--- src/rtl/note_glyph_renderer_if.sv ---
// Pixel, grid-write, highlight and glyph-ROM signals between the renderer and its neighbours.
// master drives pixel/write/highlight inputs and the ROM byte; slave is the renderer.
interface note_glyph_renderer_if;
    logic [9:0] DrawX;
    logic [9:0] DrawY;
    logic       de_in;
    logic       wr_en;
    logic [5:0] wr_col;
    logic [2:0] wr_row;
    logic [4:0] wr_code;
    logic       clear_start;
    logic       clear_busy;
    logic       hl_en;
    logic [5:0] hl_col;
    logic [7:0] rom_addr;
    logic [7:0] rom_data;
    logic       pixel_on;
    logic       pixel_hl;
    logic       de_out;

    modport master (
        output DrawX, DrawY, de_in, wr_en, wr_col, wr_row, wr_code,
               clear_start, hl_en, hl_col, rom_data,
        input  clear_busy, rom_addr, pixel_on, pixel_hl, de_out
    );

    modport slave (
        input  DrawX, DrawY, de_in, wr_en, wr_col, wr_row, wr_code,
               clear_start, hl_en, hl_col, rom_data,
        output clear_busy, rom_addr, pixel_on, pixel_hl, de_out
    );
endinterface

--- src/rtl/note_glyph_renderer.sv ---
// Maps DrawX/DrawY onto a grid of glyph codes, addresses the glyph ROM and emits per-pixel fg/highlight.
// Fixed 3-cycle latency, never stalls; grid writes are taken only while no clear sweep is running.
module note_glyph_renderer #(
    parameter int X0   = 64,
    parameter int Y0   = 96,
    parameter int COLS = 64,
    parameter int ROWS = 8
) (
    input  logic                  Clk,
    input  logic                  Reset,
    note_glyph_renderer_if.slave  bus
);
    localparam int CELLS = COLS * ROWS;
    localparam logic signed [10:0] X0S = 11'(X0);
    localparam logic signed [10:0] Y0S = 11'(Y0);
    localparam logic signed [10:0] XW  = 11'(COLS * 8);
    localparam logic signed [10:0] YH  = 11'(ROWS * 8);

    typedef enum logic {IDLE = 1'b0, CLEAR = 1'b1} state_e;

    state_e     state_q, state_d;
    logic [8:0] cnt_q, cnt_d;

    logic [4:0] mem [512];
    logic       mem_we;
    logic [8:0] mem_waddr;
    logic [4:0] mem_wdat;

    // Signed offsets keep pixels left of / above the region from wrapping into it.
    logic signed [10:0] dx, dy;
    logic               region_d;

    logic       region_s1_q, de_s1_q;
    logic [5:0] col_s1_q;
    logic [2:0] row_s1_q, gy_s1_q, gx_s1_q;

    logic       region_s2_q, de_s2_q, hl_s2_q;
    logic [2:0] gy_s2_q, gx_s2_q;
    logic [4:0] code_s2_q;
    logic       hl_match;

    logic       on_q, hl_q, de_q;

    assign dx = $signed({1'b0, bus.DrawX}) - X0S;
    assign dy = $signed({1'b0, bus.DrawY}) - Y0S;
    assign region_d = bus.de_in && (dx >= 11'sd0) && (dx < XW)
                                && (dy >= 11'sd0) && (dy < YH);

    assign hl_match = bus.hl_en && (int'(bus.hl_col) < COLS) && (col_s1_q == bus.hl_col);

    always_comb begin
        state_d   = state_q;
        cnt_d     = cnt_q;
        mem_we    = 1'b0;
        mem_waddr = {bus.wr_row, bus.wr_col};
        mem_wdat  = bus.wr_code;
        case (state_q)
            IDLE: begin
                if (bus.wr_en && (int'(bus.wr_col) < COLS) && (int'(bus.wr_row) < ROWS)) begin
                    mem_we = 1'b1;
                end
                if (bus.clear_start) begin
                    state_d = CLEAR;
                    cnt_d   = '0;
                end
            end
            CLEAR: begin
                mem_we    = 1'b1;
                mem_waddr = cnt_q;
                mem_wdat  = '0;
                cnt_d     = cnt_q + 9'd1;
                if (cnt_q == 9'(CELLS - 1)) begin
                    state_d = IDLE;
                end
            end
            default: state_d = IDLE;
        endcase
    end

    // Grid contents survive reset; a reset edge must not land a write either.
    always_ff @(posedge Clk) begin
        if (mem_we && !Reset) begin
            mem[mem_waddr] <= mem_wdat;
        end
    end

    always_ff @(posedge Clk) begin
        if (Reset) begin
            state_q     <= IDLE;
            cnt_q       <= '0;
            region_s1_q <= 1'b0;
            de_s1_q     <= 1'b0;
            col_s1_q    <= '0;
            row_s1_q    <= '0;
            gy_s1_q     <= '0;
            gx_s1_q     <= '0;
            region_s2_q <= 1'b0;
            de_s2_q     <= 1'b0;
            hl_s2_q     <= 1'b0;
            gy_s2_q     <= '0;
            gx_s2_q     <= '0;
            code_s2_q   <= '0;
            on_q        <= 1'b0;
            hl_q        <= 1'b0;
            de_q        <= 1'b0;
        end else begin
            state_q     <= state_d;
            cnt_q       <= cnt_d;
            region_s1_q <= region_d;
            de_s1_q     <= bus.de_in;
            col_s1_q    <= dx[8:3];
            row_s1_q    <= dy[5:3];
            gy_s1_q     <= dy[2:0];
            gx_s1_q     <= dx[2:0];
            region_s2_q <= region_s1_q;
            de_s2_q     <= de_s1_q;
            hl_s2_q     <= hl_match;
            gy_s2_q     <= gy_s1_q;
            gx_s2_q     <= gx_s1_q;
            code_s2_q   <= mem[{row_s1_q, col_s1_q}];
            on_q        <= region_s2_q & bus.rom_data[3'd7 - gx_s2_q];
            hl_q        <= region_s2_q & hl_s2_q;
            de_q        <= de_s2_q;
        end
    end

    assign bus.rom_addr   = region_s2_q ? {code_s2_q, gy_s2_q} : 8'h00;
    assign bus.pixel_on   = on_q;
    assign bus.pixel_hl   = hl_q;
    assign bus.de_out     = de_q;
    assign bus.clear_busy = (state_q == CLEAR);
endmodule

--- src/flat_wrapper.sv ---
// flat-port wrapper written by rule: the top's interface ports become plain ports
module note_glyph_renderer_flat 
#(
    parameter int X0   = 64,
    parameter int Y0   = 96,
    parameter int COLS = 64,
    parameter int ROWS = 8
)
  (Clk, Reset, bus_DrawX, bus_DrawY, bus_de_in, bus_wr_en, bus_wr_col, bus_wr_row, bus_wr_code, bus_clear_start, bus_hl_en, bus_hl_col, bus_rom_data, bus_clear_busy, bus_rom_addr, bus_pixel_on, bus_pixel_hl, bus_de_out);
  note_glyph_renderer_if bus_i ();
  input  logic Clk;
  input  logic Reset;
  input wire logic [$bits(bus_i.DrawX)-1:0] bus_DrawX;
  input wire logic [$bits(bus_i.DrawY)-1:0] bus_DrawY;
  input wire logic [$bits(bus_i.de_in)-1:0] bus_de_in;
  input wire logic [$bits(bus_i.wr_en)-1:0] bus_wr_en;
  input wire logic [$bits(bus_i.wr_col)-1:0] bus_wr_col;
  input wire logic [$bits(bus_i.wr_row)-1:0] bus_wr_row;
  input wire logic [$bits(bus_i.wr_code)-1:0] bus_wr_code;
  input wire logic [$bits(bus_i.clear_start)-1:0] bus_clear_start;
  input wire logic [$bits(bus_i.hl_en)-1:0] bus_hl_en;
  input wire logic [$bits(bus_i.hl_col)-1:0] bus_hl_col;
  input wire logic [$bits(bus_i.rom_data)-1:0] bus_rom_data;
  output wire logic [$bits(bus_i.clear_busy)-1:0] bus_clear_busy;
  output wire logic [$bits(bus_i.rom_addr)-1:0] bus_rom_addr;
  output wire logic [$bits(bus_i.pixel_on)-1:0] bus_pixel_on;
  output wire logic [$bits(bus_i.pixel_hl)-1:0] bus_pixel_hl;
  output wire logic [$bits(bus_i.de_out)-1:0] bus_de_out;
  assign bus_i.DrawX = bus_DrawX;
  assign bus_i.DrawY = bus_DrawY;
  assign bus_i.de_in = bus_de_in;
  assign bus_i.wr_en = bus_wr_en;
  assign bus_i.wr_col = bus_wr_col;
  assign bus_i.wr_row = bus_wr_row;
  assign bus_i.wr_code = bus_wr_code;
  assign bus_i.clear_start = bus_clear_start;
  assign bus_i.hl_en = bus_hl_en;
  assign bus_i.hl_col = bus_hl_col;
  assign bus_i.rom_data = bus_rom_data;
  assign bus_clear_busy = bus_i.clear_busy;
  assign bus_rom_addr = bus_i.rom_addr;
  assign bus_pixel_on = bus_i.pixel_on;
  assign bus_pixel_hl = bus_i.pixel_hl;
  assign bus_de_out = bus_i.de_out;
  note_glyph_renderer #(.X0(X0), .Y0(Y0), .COLS(COLS), .ROWS(ROWS)) u_core (.Clk(Clk), .Reset(Reset), .bus(bus_i));
endmodule
--- config.mk ---
export PLATFORM = sky130hd
export DESIGN_NAME = note_glyph_renderer_flat
export DESIGN_NICKNAME = d
export VERILOG_FILES = /design/src/rtl/note_glyph_renderer_if.sv /design/src/rtl/note_glyph_renderer.sv /design/src/flat_wrapper.sv
export SDC_FILE = /design/constraint.sdc
export NUM_CORES = 2
export LEC_CHECK = 0
export BUFFER_PORTS_ARGS = -buffer_cell sky130_fd_sc_hd__buf_2
export CORE_ASPECT_RATIO = 1.2
export CORE_MARGIN = 5
export CORE_UTILIZATION = 60
export CTS_CLUSTER_DIAMETER = 40
export DETAILED_ROUTE_END_ITERATION = 10
export PLACE_DENSITY = 0.73
export SYNTH_ARGS = -nofsm -noshare
export SYNTH_HDL_FRONTEND = slang
export SYNTH_SLANG_ARGS = --single-unit
--- constraint.sdc ---
create_clock -name Clk -period 21.2 [get_ports Clk]
set_input_delay 3.18 -clock Clk [delete_from_list [all_inputs] [get_ports Clk]]
set_output_delay 3.18 -clock Clk [all_outputs]
set_load 0.005 [all_outputs]
### Word level (Yosys, flattened, before mapping)

Memory sizes are Yosys's and may differ from the RTL's. A register that Yosys moved wholly into a read port is not among the register bits.
Cells that the tools add are included.

* $add $sub $neg: 4
* order comparisons: 5
* equality and inequality tests: 3
* multiplexer cells: 14
* bitwise logic cells: 3
* reductions and logical operators: 7

Operator list (number)
* $ge A11 B1 Y1 const B: 2
* $sub A10 B7 Y11 const B: 2
* $mux W9: 2
* $pmux W9 S2: 1
* $lt A11 B11 Y1 const B: 1
* $lt A11 B8 Y1 const B: 1
* $add A9 B1 Y9 const B: 1
* $eq A9 B9 Y1 const B: 1
* $mux W8: 1
* $eq A6 B6 Y1: 1
* $logic_and A1 B1 Y1: 6
* $mux W1: 6
* $mux W5: 1
* $lt A3 B4 Y1 const B: 1
* $pmux W1 S2: 2
* $bmux W1 S3: 1
* $sub A3 B3 Y3 const A: 1
* $and A1 B1 Y1: 2
* $ne A2 B2 Y1 const B: 1
* $logic_not A1 Y1: 1
* $not A1 Y1: 1

* register bits after elaboration: 39
* bits in writable memories: 2560
* input bits: 54
* output and inout port bits: 12
* logic and storage cells: 53
* memories: 1

Memory list
* u_core.mem: depth 512, bits a word 5, rd ports 1, clocked after memory_dff 1, write ports 1, line note_glyph_renderer.sv:24 `logic [4:0] mem [512];`

### Longest topological paths before layout

* depth after elaboration: 6
* depth in mapped cells: 13
* mapped depth without buffers: 7

### Least setup slack after synthesis

Ideal clock, no wire load.

* path type: input-to-reg
* start point: input port bus_wr_code[0]
* end point: memory u_core.mem[0][0], data pin
* setup time: 2.689 ns
* arrival: 15.389 ns
* required time: 18.511 ns
* setup slack: 3.122 ns
* stages: 1
* buffers on the path: 0
* cell sequence: nor2b_1

* longest elaborated chain between the ends: 1

Ends and longest elaborated chain
* from (decl): line flat_wrapper.sv:19 `input wire logic [$bits(bus_i.wr_code)-1:0] bus_wr_code;`
* $mux W5: line note_glyph_renderer.sv:57 `case (state_q)`
* to (decl): line note_glyph_renderer.sv:24

No other way between the ends.

==> metrics.md <==
| Metric | Value |
|---|---|
| Status | finished clean |
| Final HPWL DP | 142000 um |
| Synthesized area per cell | 19.8 um2 |
| Routed wire length | 247000 um |
| Initial DRT Pass Iterations | 6 |
| Fillers | 10800 |
| DRC | 0 |
| DIE AREA | 0.180 mm2 |
| CP Capture Point | u_core.code_s2_q[2] |
| Area growth from synthesis to layout | 10.2% |
| CTS Buffer Depth | 4 |
| Peak VDD IR | 0.0000860 V |
| Worst path arrival time | 7.25 ns |
| CTS Buf Count | 279 |
| Non-Filler Instances | 7769 |
| Share of flip-flops with an asynchronous set or reset | 0 |
| Worst setup SP type | flop |
| Die H | 464 um |
| Setup violators final | 0 |
| Largest cells by area after synthesis | edfxtp_1 (75%), mux4_2 (10%), mux2i_1 (2.4%) |
| Slew Viols, Final | 0 |
| CTS resizes | 0 |
| Placeable core area | 0.171 mm2 |
| Area share of the largest cell type after synthesis | 0.746 |
| Starting Density | 0.604 |
| IO Count | 66 |
| Clk root buf | clkbuf_16 |
| Max cap viols | 0 |
| R2R Path End | u_core.code_s2_q[2] |
| Initial drt markers | 6624 |
| Die Wd | 388 um |
| Min Tclk post-route | 6.41 ns |
| Top post-synthesis cells by count | edfxtp_1 (2560), nor2_1 (581), mux4_2 (479) |
| GRT Residual Overflow | 0 |
| Syn Inst Count | 5199 |
| Routed wire length per instance | 31.8 um |
| Post-Syn Nets | 5257 |
| Yosys warns | 0 |
| First-pass GRT wire length | 361000 um |
| Total GRT Usage | 0.274 |
| H-tree levels | 5 |
| Largest net degree at the start of global routing | 251 |
| I/O Buffers | 65 |
| Primary FF master, synth | edfxtp_1 |
| Tcrit/Tclk final | 0.302 |
| Worst Path Required | 22.04 ns |
| R2R Setup Slk | 14.79 ns |
| CTS tree | built |
| Area leader, netlist | edfxtp_1 |
| Clock Sink Count | 2604 |
| Post-synth cell types | 77 |
| Seq cells post-synth | 2604 |
| Post-Syn Area | 0.103 mm2 |
| Post-CTS Setup Inserts | 0 |
| Initial antenna violation count | 10 |
| Clock Latency Late Sink | 0.93 ns |
| Number of synthesized flops with an enable pin | 2560 |
| Inst Count DP | 7292 |
| CP Max Fanout | 123 |
| Crit end category | flop |
| R2r worst-path depth | 10 |
| Slew HR | 0.136 |
| Vias in the first global route | 52400 |
| Post-layout nets | 5363 |
| Layout cells sized above 1 | 0.207 |
| Critical Path Source | u_core.col_s1_q[0] |
| Max Freq | 156 MHz |
| Hold Path Class | flop to flop |
| Slew @ Worst Pin | 1.29 ns |
| Leakage power | 35.0 nW |
| WS Path Type | flop to flop |
| DRT antenna net count | 0 |
| Unrepaired setup endpoints after global routing | no |
| Most common cell in the netlist | edfxtp_1 |
| Reg-to-Reg Start | u_core.col_s1_q[0] |
| Pwr/cell area | 96.4 mW/mm2 |
| Setup Skew | 0.0554 ns |
| Vias/cell | 6.70 |
| Detailed-route via count | 52100 |
| Seq/Total Area, Yosys | 0.754 |
| Final hold violations | 0 |
| CTS Hold Bufs | 0 |
| Routability cong. | 0.826 |
| TNS Setup | 0 ns |
| Reg clk slew, reported paths | 0.06 ns |
| Core Rows | 166 |
## where the power goes
group          switching [mW]  leakage [nW]  internal (mW)
registers              0.0128          23.6           5.70
clock network            1.93          4.24           2.72
logic                   0.403          7.24          0.179
## flip-flops by register name (all words and copies together), names as in the netlist
name and cells:
u_core.bus.pixel_on 1, u_core.region_s2_q 1, u_core.region_s1_q 1, u_core.code_s2_q 5, u_core.gx_s1_q 3, u_core.bus.de_out 1, u_core.bus.clear_busy 1, u_core.mem 2560
u_core.de_s2_q 1, u_core.gx_s2_q 3, u_core.bus.pixel_hl 1, u_core.row_s1_q 3, u_core.cnt_q 9, u_core.col_s1_q 6, u_core.de_s1_q 1, u_core.gy_s2_q 3
u_core.gy_s1_q 3, u_core.hl_s2_q 1
## kinds of logic after synthesis
group | synth area share
adders and majority gates | 0.000485
AOI/OAI and AO/OA | 0.0348
DFF | 0.754
xor gates and xnor gates | 0.000595
muxes | 0.151
and+or+nand+nor | 0.0360
buffers and inverters | 0.0234
## layout make-up
type	instances	area (um2)	share of cell area
Tap cell	2268	2840	0.0250
Clock buffer	332	7350	0.0647
Inverter	14	56.3	0.000496
Antenna cell	3	7.51	0.0000661
Clock inverter	142	1320	0.0117
Multi-Input combinational cell	2246	23100	0.204
Timing Repair Buffer	160	1140	0.0100
Sequential cell	2604	77800	0.685
## worst min-delay path by stage
stage,from,end,slack [ns],depth (start not counted)
floorplan,u_core.de_s2_q,u_core.bus.de_out,0.41,1
global placement,u_core.gy_s1_q[1],u_core.gy_s2_q[1],0.42,1
detailed placement,u_core.de_s2_q,u_core.bus.de_out,0.43,1
CTS,u_core.gy_s1_q[0],u_core.gy_s2_q[0],0.44,1
global route,u_core.gy_s1_q[2],u_core.gy_s2_q[2],0.45,1
finish,u_core.gy_s1_q[2],u_core.gy_s2_q[2],0.43,1
## layer usage
layer	vias up	global-route usage	share of wire
li1	21600	-	-
met1	27000	0.374	0.37
met2	2985	0.443	0.49
met3	515	0.0602	0.098
met4	6	0.103	0.041
met5	-	0	0.00015
## layout by cell type, fill, tap and decap left out, types with 10 or more instances in the layout
cell       instances
a211oi_1          14
a21oi_1          100
a22oi_1           51
a31oi_1           14
and2_1            16
buf_2             65
buf_4             87
bufinv_16         20
clkbuf_1          44
clkbuf_16        286
clkinv_1          44
clkinv_2          38
dfxtp_1           37
edfxtp_1        2560
inv_1             11
inv_6             16
mux2_2            56
mux2i_1          249
mux4_1            62
mux4_2           479
nand2_1          107
nand2_4           12
nand2b_1          10
nand3_1           24
nor2_1           580
nor2b_1           31
nor3_1            27
o21ai_0           54
o221ai_1         115
o22ai_1           89
## metrics by stage
stage / hold slack (ns) / setup WS, ns / power (mW) / util / instance area [um2]
after global routing: 0.445 / 14.33 / 11.3 / 0.665 / 114000
after CTS: 0.439 / 14.69 / 11.0 / 0.665 / 114000
after detailed placement: 0.427 / 13.99 / 6.41 / 0.615 / 105000
final: 0.434 / 14.79 / 11.0 / 0.666 / 114000
after global placement: 0.417 / 14.21 / 6.39 / 0.615 / 105000
after floorplan: 0.414 / 3.12 / 6.27 / - / 103000
## worst max-delay path, stage by stage, from the launching register on
cell and delay, ns:
dfxtp_4 0.71, buf_4 0.78, buf_4 0.78, buf_4 0.89, buf_12 0.70, mux2i_1 0.18, o221ai_1 0.35, o22ai_1 0.14
o21ai_0 0.76, or4b_1 0.57, o221ai_1 0.21
No activity file was read; power rests on OpenSTA's default activity.
